$ cat config.mk
export PLATFORM = sky130hd
export DESIGN_NAME = hazard_scoreboard
export DESIGN_NICKNAME = d
export VERILOG_FILES = /design/src/rtl/hazard_scoreboard.sv
export SDC_FILE = /design/constraint.sdc
export NUM_CORES = 1
export LEC_CHECK = 0
export CORE_MARGIN = 4
export CORE_UTILIZATION = 37
export DETAILED_ROUTE_END_ITERATION = 8
export HOLD_SLACK_MARGIN = 0.05
export PLACE_DENSITY_LB_ADDON = 0.15
export SETUP_SLACK_MARGIN = 0.1
export SYNTH_ARGS = -nofsm -noshare
export SYNTH_HDL_FRONTEND = slang
export SYNTH_SLANG_ARGS = --single-unit
$ cat constraint.sdc
create_clock -name clk -period 6.6 [get_ports clk]
set_input_delay 1.98 -clock clk [delete_from_list [all_inputs] [get_ports clk]]
set_output_delay 1.98 -clock clk [all_outputs]
set_load 0.01 [all_outputs]
$ cat src/rtl/hazard_scoreboard.sv
// Load-use / multi-cycle-latency hazard detector sitting beside ID.
// Keeps one countdown per architectural register and decides issue versus stall each cycle.
module hazard_scoreboard #(
  parameter int REG_AW     = 4,
  parameter int LOAD_STALL = 1,
  parameter int MUL_STALL  = 2,
  parameter int STAT_W     = 16
) (
  input  logic                 clk,
  input  logic                 rst_n,
  input  logic                 id_valid,
  input  logic                 id_kill,
  input  logic [REG_AW-1:0]    id_rs1,
  input  logic [REG_AW-1:0]    id_rs2,
  input  logic                 id_rs1_used,
  input  logic                 id_rs2_used,
  input  logic [REG_AW-1:0]    id_rd,
  input  logic                 id_reg_write,
  input  logic [1:0]           id_op_class,
  input  logic                 pipe_freeze,
  input  logic                 stat_clr,
  output logic                 pc_write,
  output logic                 ifid_write,
  output logic                 idex_flush,
  output logic [2**REG_AW-1:0] busy_vec,
  output logic [STAT_W-1:0]    stall_count
);

  localparam int NUM_REGS = 2 ** REG_AW;
  localparam int MAX_LAT  = (LOAD_STALL > MUL_STALL) ? LOAD_STALL : MUL_STALL;
  localparam int CW       = (MAX_LAT < 1) ? 1 : $clog2(MAX_LAT + 1);

  logic [NUM_REGS-1:0][CW-1:0] cnt_q, cnt_d;
  logic [STAT_W-1:0]           stall_q, stall_d;

  logic [CW-1:0] lat_id;
  logic [CW-1:0] cnt_rs1, cnt_rs2, cnt_rd;
  logic          raw1, raw2, waw, hazard, issue, load_en;

  always_comb begin
    lat_id = '0;
    case (id_op_class)
      2'd1:    lat_id = CW'(LOAD_STALL);
      2'd2:    lat_id = CW'(MUL_STALL);
      default: lat_id = '0;
    endcase
  end

  // Register 0 is never busy regardless of what its storage slot holds.
  assign cnt_rs1 = (id_rs1 == '0) ? '0 : cnt_q[id_rs1];
  assign cnt_rs2 = (id_rs2 == '0) ? '0 : cnt_q[id_rs2];
  assign cnt_rd  = (id_rd  == '0) ? '0 : cnt_q[id_rd];

  assign raw1   = id_rs1_used & (cnt_rs1 != '0);
  assign raw2   = id_rs2_used & (cnt_rs2 != '0);
  // Equal count is safe: the new write lands no earlier than the pending one.
  assign waw    = id_reg_write & (cnt_rd > lat_id);
  assign hazard = id_valid & ~id_kill & (raw1 | raw2 | waw);
  assign issue  = id_valid & ~id_kill & ~hazard & ~pipe_freeze;
  assign load_en = issue & id_reg_write & (id_rd != '0);

  always_comb begin
    pc_write   = 1'b1;
    ifid_write = 1'b1;
    idex_flush = 1'b0;
    if (pipe_freeze) begin
      pc_write   = 1'b0;
      ifid_write = 1'b0;
    end else if (hazard) begin
      pc_write   = 1'b0;
      ifid_write = 1'b0;
      idex_flush = 1'b1;
    end
  end

  always_comb begin
    cnt_d = cnt_q;
    if (!pipe_freeze) begin
      for (int r = 1; r < NUM_REGS; r++) begin
        if (cnt_q[r] != '0) cnt_d[r] = cnt_q[r] - CW'(1);
        if (load_en && (id_rd == REG_AW'(r))) cnt_d[r] = lat_id;
      end
    end
    cnt_d[0] = '0;
  end

  always_comb begin
    stall_d = stall_q;
    if (stat_clr) begin
      stall_d = '0;
    end else if (hazard && !pipe_freeze && (stall_q != {STAT_W{1'b1}})) begin
      stall_d = stall_q + STAT_W'(1);
    end
  end

  always_ff @(posedge clk or negedge rst_n) begin
    if (!rst_n) begin
      cnt_q   <= '0;
      stall_q <= '0;
    end else begin
      cnt_q   <= cnt_d;
      stall_q <= stall_d;
    end
  end

  always_comb begin
    busy_vec = '0;
    for (int r = 1; r < NUM_REGS; r++) busy_vec[r] = (cnt_q[r] != '0);
  end

  assign stall_count = stall_q;

endmodule

Word level (Yosys, flattened, before mapping)
Cells that the tools add are included.
- muxes and demuxes: 46
- bitwise operators: 14
- $add $sub $neg: 16
- order comparisons: 4
- reductions and logical operators: 70
- equal/unequal tests: 18
- operators by type and width (kind ; count):
    2-to-1 mux 2 bit ; 36
    nonzero test 2 bit ; 33
    equality test 4 bit (second input constant) ; 8
    2-to-1 mux 16 bit ; 2
    AND reduction 2 bit ; 15
    subtractor 2 x 1 -> 2 bit (second input constant) ; 15
    binary-select mux 2 bit (select 4 bit) ; 3
    logical AND 1 bit ; 17
    adder 16 x 1 -> 16 bit (second input constant) ; 1
    equality test 4 x 3 -> 1 bit (second input constant) ; 4
    inequality test 16 bit (second input constant) ; 1
    < comparator 4 x 5 -> 1 bit (second input constant) ; 3
    zero test 4 bit ; 3
    bitwise AND 1 bit ; 9
    equality test 4 x 2 -> 1 bit (second input constant) ; 2
    equality test 4 x 1 -> 1 bit (second input constant) ; 1
    2-to-1 mux 1 bit ; 4
    case mux 2 bit (2 select lines) ; 1
    nonzero test 4 bit ; 1
    inverter 1 bit ; 3
    equality test 2 x 1 -> 1 bit (second input constant) ; 1
    equality test 2 bit (second input constant) ; 1
    greater-than comparator 2 bit ; 1
    bitwise OR 1 bit ; 2
    zero test 1 bit ; 1
- logic and storage cells: 184
- bits of input ports: 23
- output and inout port bits: 35
- register bits: 46

Depth between registers and ports, before layout
- depth in word-level cells: 16
- depth in mapped cells: 15
- depth with buffers taken out: 13

Worst setup path after synthesis
OpenSTA, ideal clock, no wires.
- path type: input-to-output
- start: input port id_rd[0]
- end: output port pc_write
- path buffers: 2
- cell stages on the path: 9
- data arrival time: 4794 ps
- setup slack: -174 ps
- data required time: 4620 ps
- cell sequence: buf_1 -> mux4_2 -> mux4_2 -> ha_1 -> nor2b_1 -> o211ai_1 -> nand3_1 -> a31oi_1 -> buf_4
- word-level cells in the longest chain between the ends: 9
- elaborated cells on any way between the ends: 10
- those cells by class: order compare (1); mux (5); bitwise (3); reduce/logical (1)
- ends and longest elaborated chain (element ; RTL line ; RTL):
    from (decl) ; 17 ; input logic [REG_AW-1:0] id_rd,
    binary-select mux 2 bit (select 4 bit) ; 52 ; assign cnt_rd = (id_rd == '0) ? '0 : cnt_q[id_rd];
    2-to-1 mux 2 bit (implied by the code) ; 52 ;
    2-to-1 mux 2 bit * ; 52 ;
    greater-than comparator 2 bit * ; 57 ; assign waw = id_reg_write & (cnt_rd > lat_id);
    bitwise AND 1 bit * ; 57 ;
    bitwise OR 1 bit * ; 58 ; assign hazard = id_valid & ~id_kill & (raw1 | raw2 | waw);
    bitwise AND 1 bit * ; 58 ;
    2-to-1 mux 1 bit * (2 in series) ; -- ;
    to (decl) ; 22 ; output logic pc_write,
Every way passes the cells marked *; elsewhere a longest branch is shown, timed or not. The select of a mux whose other input is x is not followed.

Worst setup path in the final report
- start: input port id_rd[1]
- end: output port pc_write
- word-level cells in the longest chain between the ends: 9
- elaborated cells on any way between the ends: 10
- those cells by class: order compare (1); mux (5); bitwise (3); reduce/logical (1)
- ends and longest elaborated chain (element ; RTL line ; RTL):
    binary-select mux 2 bit (select 4 bit) ; 52 ;
    2-to-1 mux 2 bit (implied by the code) ; 52 ;
    2-to-1 mux 2 bit * ; 52 ;
    greater-than comparator 2 bit * ; 57 ;
    bitwise AND 1 bit * ; 57 ;
    bitwise OR 1 bit * ; 58 ;
    bitwise AND 1 bit * ; 58 ;
    2-to-1 mux 1 bit * ; 69 ; end else if (hazard) begin
    2-to-1 mux 1 bit * ; 66 ; if (pipe_freeze) begin
Marks and branches as above.

==> impl_metrics.env <==
export IMPL_wl_per_cell_um=17.2
export IMPL_setup_viol=0
export IMPL_floorplan_die_width_um=110
export IMPL_clkLatencyLatePin_ns=0.30
export IMPL_crit_type="primary input to primary output"
export IMPL_numCtsBuffers=5
export IMPL_syn_num_nets=521
export IMPL_ys_seq_area_share_pct=30.0
export IMPL_crit_chain="dlygate4sd2_1 -> buf_12 -> mux4_2 -> mux4_2 -> ha_4 -> nor2b_2 -> o211ai_1 -> nand3_1 -> a31oi_4 -> buf_6"
export IMPL_gp_congestion=0.958
export IMPL_initialDrtViolationCount=269
export IMPL_skew_ns=0.00560
export IMPL_slowest_stage="mux4_2"
export IMPL_cap_violations=0
export IMPL_start_util_pct=38.5
export IMPL_place_detailed_hpwl_um=8910
export IMPL_start_kind="primary input"
export IMPL_ys_flop_type="dfrtp_1"
export IMPL_first_pass_iters=5
export IMPL_switching_share_pct=43.0
export IMPL_gr_usage_all_layers_pct=20.0
export IMPL_hp_class="register to register"
export IMPL_p_leak_nw=2.05
export IMPL_reg2regPathDepth=12
export IMPL_power_internal_mw=0.881
export IMPL_drive_above_1_share_pct=10.9
export IMPL_grt_ovfl_total=0
export IMPL_period_minus_slack_ns=6.35
export IMPL_seq_power_share_pct=34.1
export IMPL_rsz0062_at_grt="false"
export IMPL_synth_cells=480
export IMPL_hold_viol_final=0
export IMPL_grt_max_degree=47
export IMPL_required_ns=4.62
export IMPL_cts_tree="built"
export IMPL_endpoint_kind="primary output"
export IMPL_final_common_cell="nor2_1"
export IMPL_n_antenna_cell=0
export IMPL_syn_area_per_cell_sq_um=7.99
export IMPL_row_count=36
export IMPL_grt_pass1_vias=3679
export IMPL_peakVddDrop_mv=0.182
export IMPL_cp_top_family="multiplexers"
export IMPL_yosysUniqueCellTypes=55
export IMPL_area_delta_synth_final_pct=24.6
export IMPL_final_cell_mix="nor2_1 (55), inv_1 (53), clkdlybuf4s50_1 (50)"
export IMPL_hold_buffers=0
export IMPL_status="complete, no violations"
export IMPL_combPwrFrac_pct=51.9
export IMPL_p_total_mw=1.55
export IMPL_power_switching_mw=0.666
export IMPL_cts_sinks=46
export IMPL_clkPwrFrac_pct=13.9
export IMPL_dieArea_sq_um=12100
export IMPL_crit_fanout=15
export IMPL_slew_viol_final=0
export IMPL_synthArstFlopShare_pct=100
export IMPL_grt_first_pass_wirelength_um=18700
export IMPL_fin_crit_sh_pct=96.2
export IMPL_clock_path_buffers=2
export IMPL_dpl_cell_area_sq_um=4630
export IMPL_synth_edf_count=0
export IMPL_yosys_warnings=0
export IMPL_slew_headroom_pct=55.0
export IMPL_cts_root_buffer="clkbuf_8"
export IMPL_synth_ff_latch_count=46
export IMPL_cpMostUsedCell="mux4_2"
export IMPL_core_sq_um=9950
export IMPL_cp_num_cells=10
export IMPL_remaining_drc_errors=0
export IMPL_tightest_slew_ns=0.673
export IMPL_pwr_density_cell_nw_per_um2=324
export IMPL_h_tree_depth=2
export IMPL_hold_depth=1
export IMPL_worst_path_largest_cell_delay_ns=0.53
export IMPL_portBuffers=56
export IMPL_nNetsFinal=583
export IMPL_io_pins=58
export IMPL_stdcell_area_sq_um=4780
export IMPL_path_clk_slew_ns=0.09
export IMPL_routed_via_density=5.61
export IMPL_mappedNetlistArea_sq_um=3840
export IMPL_cp_arrival_ns=4.37
export IMPL_totalWireLength_um=11600
export IMPL_die_h_um=110
export IMPL_vias=3790
export IMPL_drtAntennaViolNets=0
export IMPL_fmax_mhz=158
export IMPL_crit_buf_inv=3
export IMPL_antenna_found_initial=0
through the flow:
| stage | utilization [%] | TNS (ns) | setup WS, ns | hold WS [ns] | instances |
|---|---|---|---|---|---|
| after floorplan | - | 0 | 0.121 | 0.504 | 480 |
| after global placement | 46.5 | -1.54 | -0.526 | 0.547 | 666 |
| after detailed placement | 46.5 | -1.68 | -0.571 | 0.549 | 666 |
| after CTS | 47.9 | 0 | 0.198 | 0.573 | 675 |
| after global routing | 48.0 | 0 | 0.178 | 0.594 | 676 |
| final | 48.0 | 0 | 0.253 | 0.573 | 676 |
final cells by class:
class | instances | area [sq um]
Clock buffer | 6 | 72.6
Clock inverter | 2 | 37.5
Fill cell | 991 | 5170
Inverter | 56 | 210
Multi-Input combinational cell | 355 | 2410
Sequential cell | 46 | 1150
Tap cell | 133 | 166
Timing Repair Buffer | 78 | 732
power groups by stage:
stage          logic, mW  clock network, mW  registers [mW]
3_5_place_dp       0.784                  0           0.531
2_1_floorplan      0.559                  0           0.463
4_1_cts            0.798              0.224           0.526
5_1_grt            0.908              0.236           0.546
3_3_place_gp       0.752                  0           0.532
6_report           0.803              0.216           0.528
path summary, 6_finish.rpt:
check                      startpoint              end  slack [ns]
min                          cnt_q[9]         cnt_q[9]        0.57
max                          id_rd[1]         pc_write        0.25
min in group asynchronous       rst_n        cnt_q[28]        1.77
min reg2reg                  cnt_q[9]         cnt_q[9]        0.57
max in group asynchronous       rst_n         cnt_q[8]        4.42
max reg2reg                 cnt_q[31]  stall_count[12]        3.10
sequential cells by signal (all words and copies together) (netlist names):
| signal | cells |
|---|---|
| stall_count | 16 |
| cnt_q | 30 |
synth_stat cells (all sizes together), types with 6 or more instances:
cell	instances	area (sq um)
ha	18	225
clkbuf	15	56.3
inv	55	206
nand2	46	173
a31oi	6	37.5
nor4	13	81.3
nand4	7	43.8
a21oi	30	150
mux2i	6	60.1
a211oi	21	158
mux4	10	225
dfrtp	46	1150
nor3	15	75.1
buf	8	48.8
nand3	25	125
xnor2	6	52.6
and3	20	125
o21ai	15	78.8
nor2	55	206
layer usage:
| metal | track usage, % | share of wire [%] | vias up |
|---|---|---|---|
| li1 | - | - | 1853 |
| met1 | 27.5 | 48 | 1810 |
| met2 | 32.8 | 46 | 97 |
| met3 | 2.29 | 3.5 | 30 |
| met4 | 6.41 | 2.8 | 0 |
| met5 | 0 | 0 | - |
cells by family (layout without fill, tap and decap cells):
logic type                 Yosys count  in the layout  share of synthesized area [%]
xor gates and xnor gates             7              7                           1.60
buffers and inverters               79            142                           8.22
DFF                                 46             46                           30.0
adders and majority gates           18             18                           5.87
and+or+nand+nor                    212            212                           27.7
AOI/OAI and AO/OA                   99             99                           18.5
other                                1              1                         0.0977
muxes                               18             18                           8.02
repair_timing:
item / 4_1_cts / 5_1_grt
setup buffers: 1 / 1
endpoints found under the setup margin: 3 / 2
gates resized for setup: 19 / 5
pin swaps: 4 / 4
endpoints found under the hold margin: 0 / 0
gates cloned: 0 / 0
worst register-to-register path: stages (launching register included):
cell and delay (ns):
dfrtp_1 0.47, mux4_2 0.49, mux4_2 0.53, ha_4 0.26, buf_4 0.13, nand2_2 0.06, o211ai_1 0.11, buf_4 0.16
buf_4 0.15, o31ai_2 0.11, o21ai_2 0.27, or4_1 0.53, a21oi_1 0.15
Power figures use the tool's default switching activity.
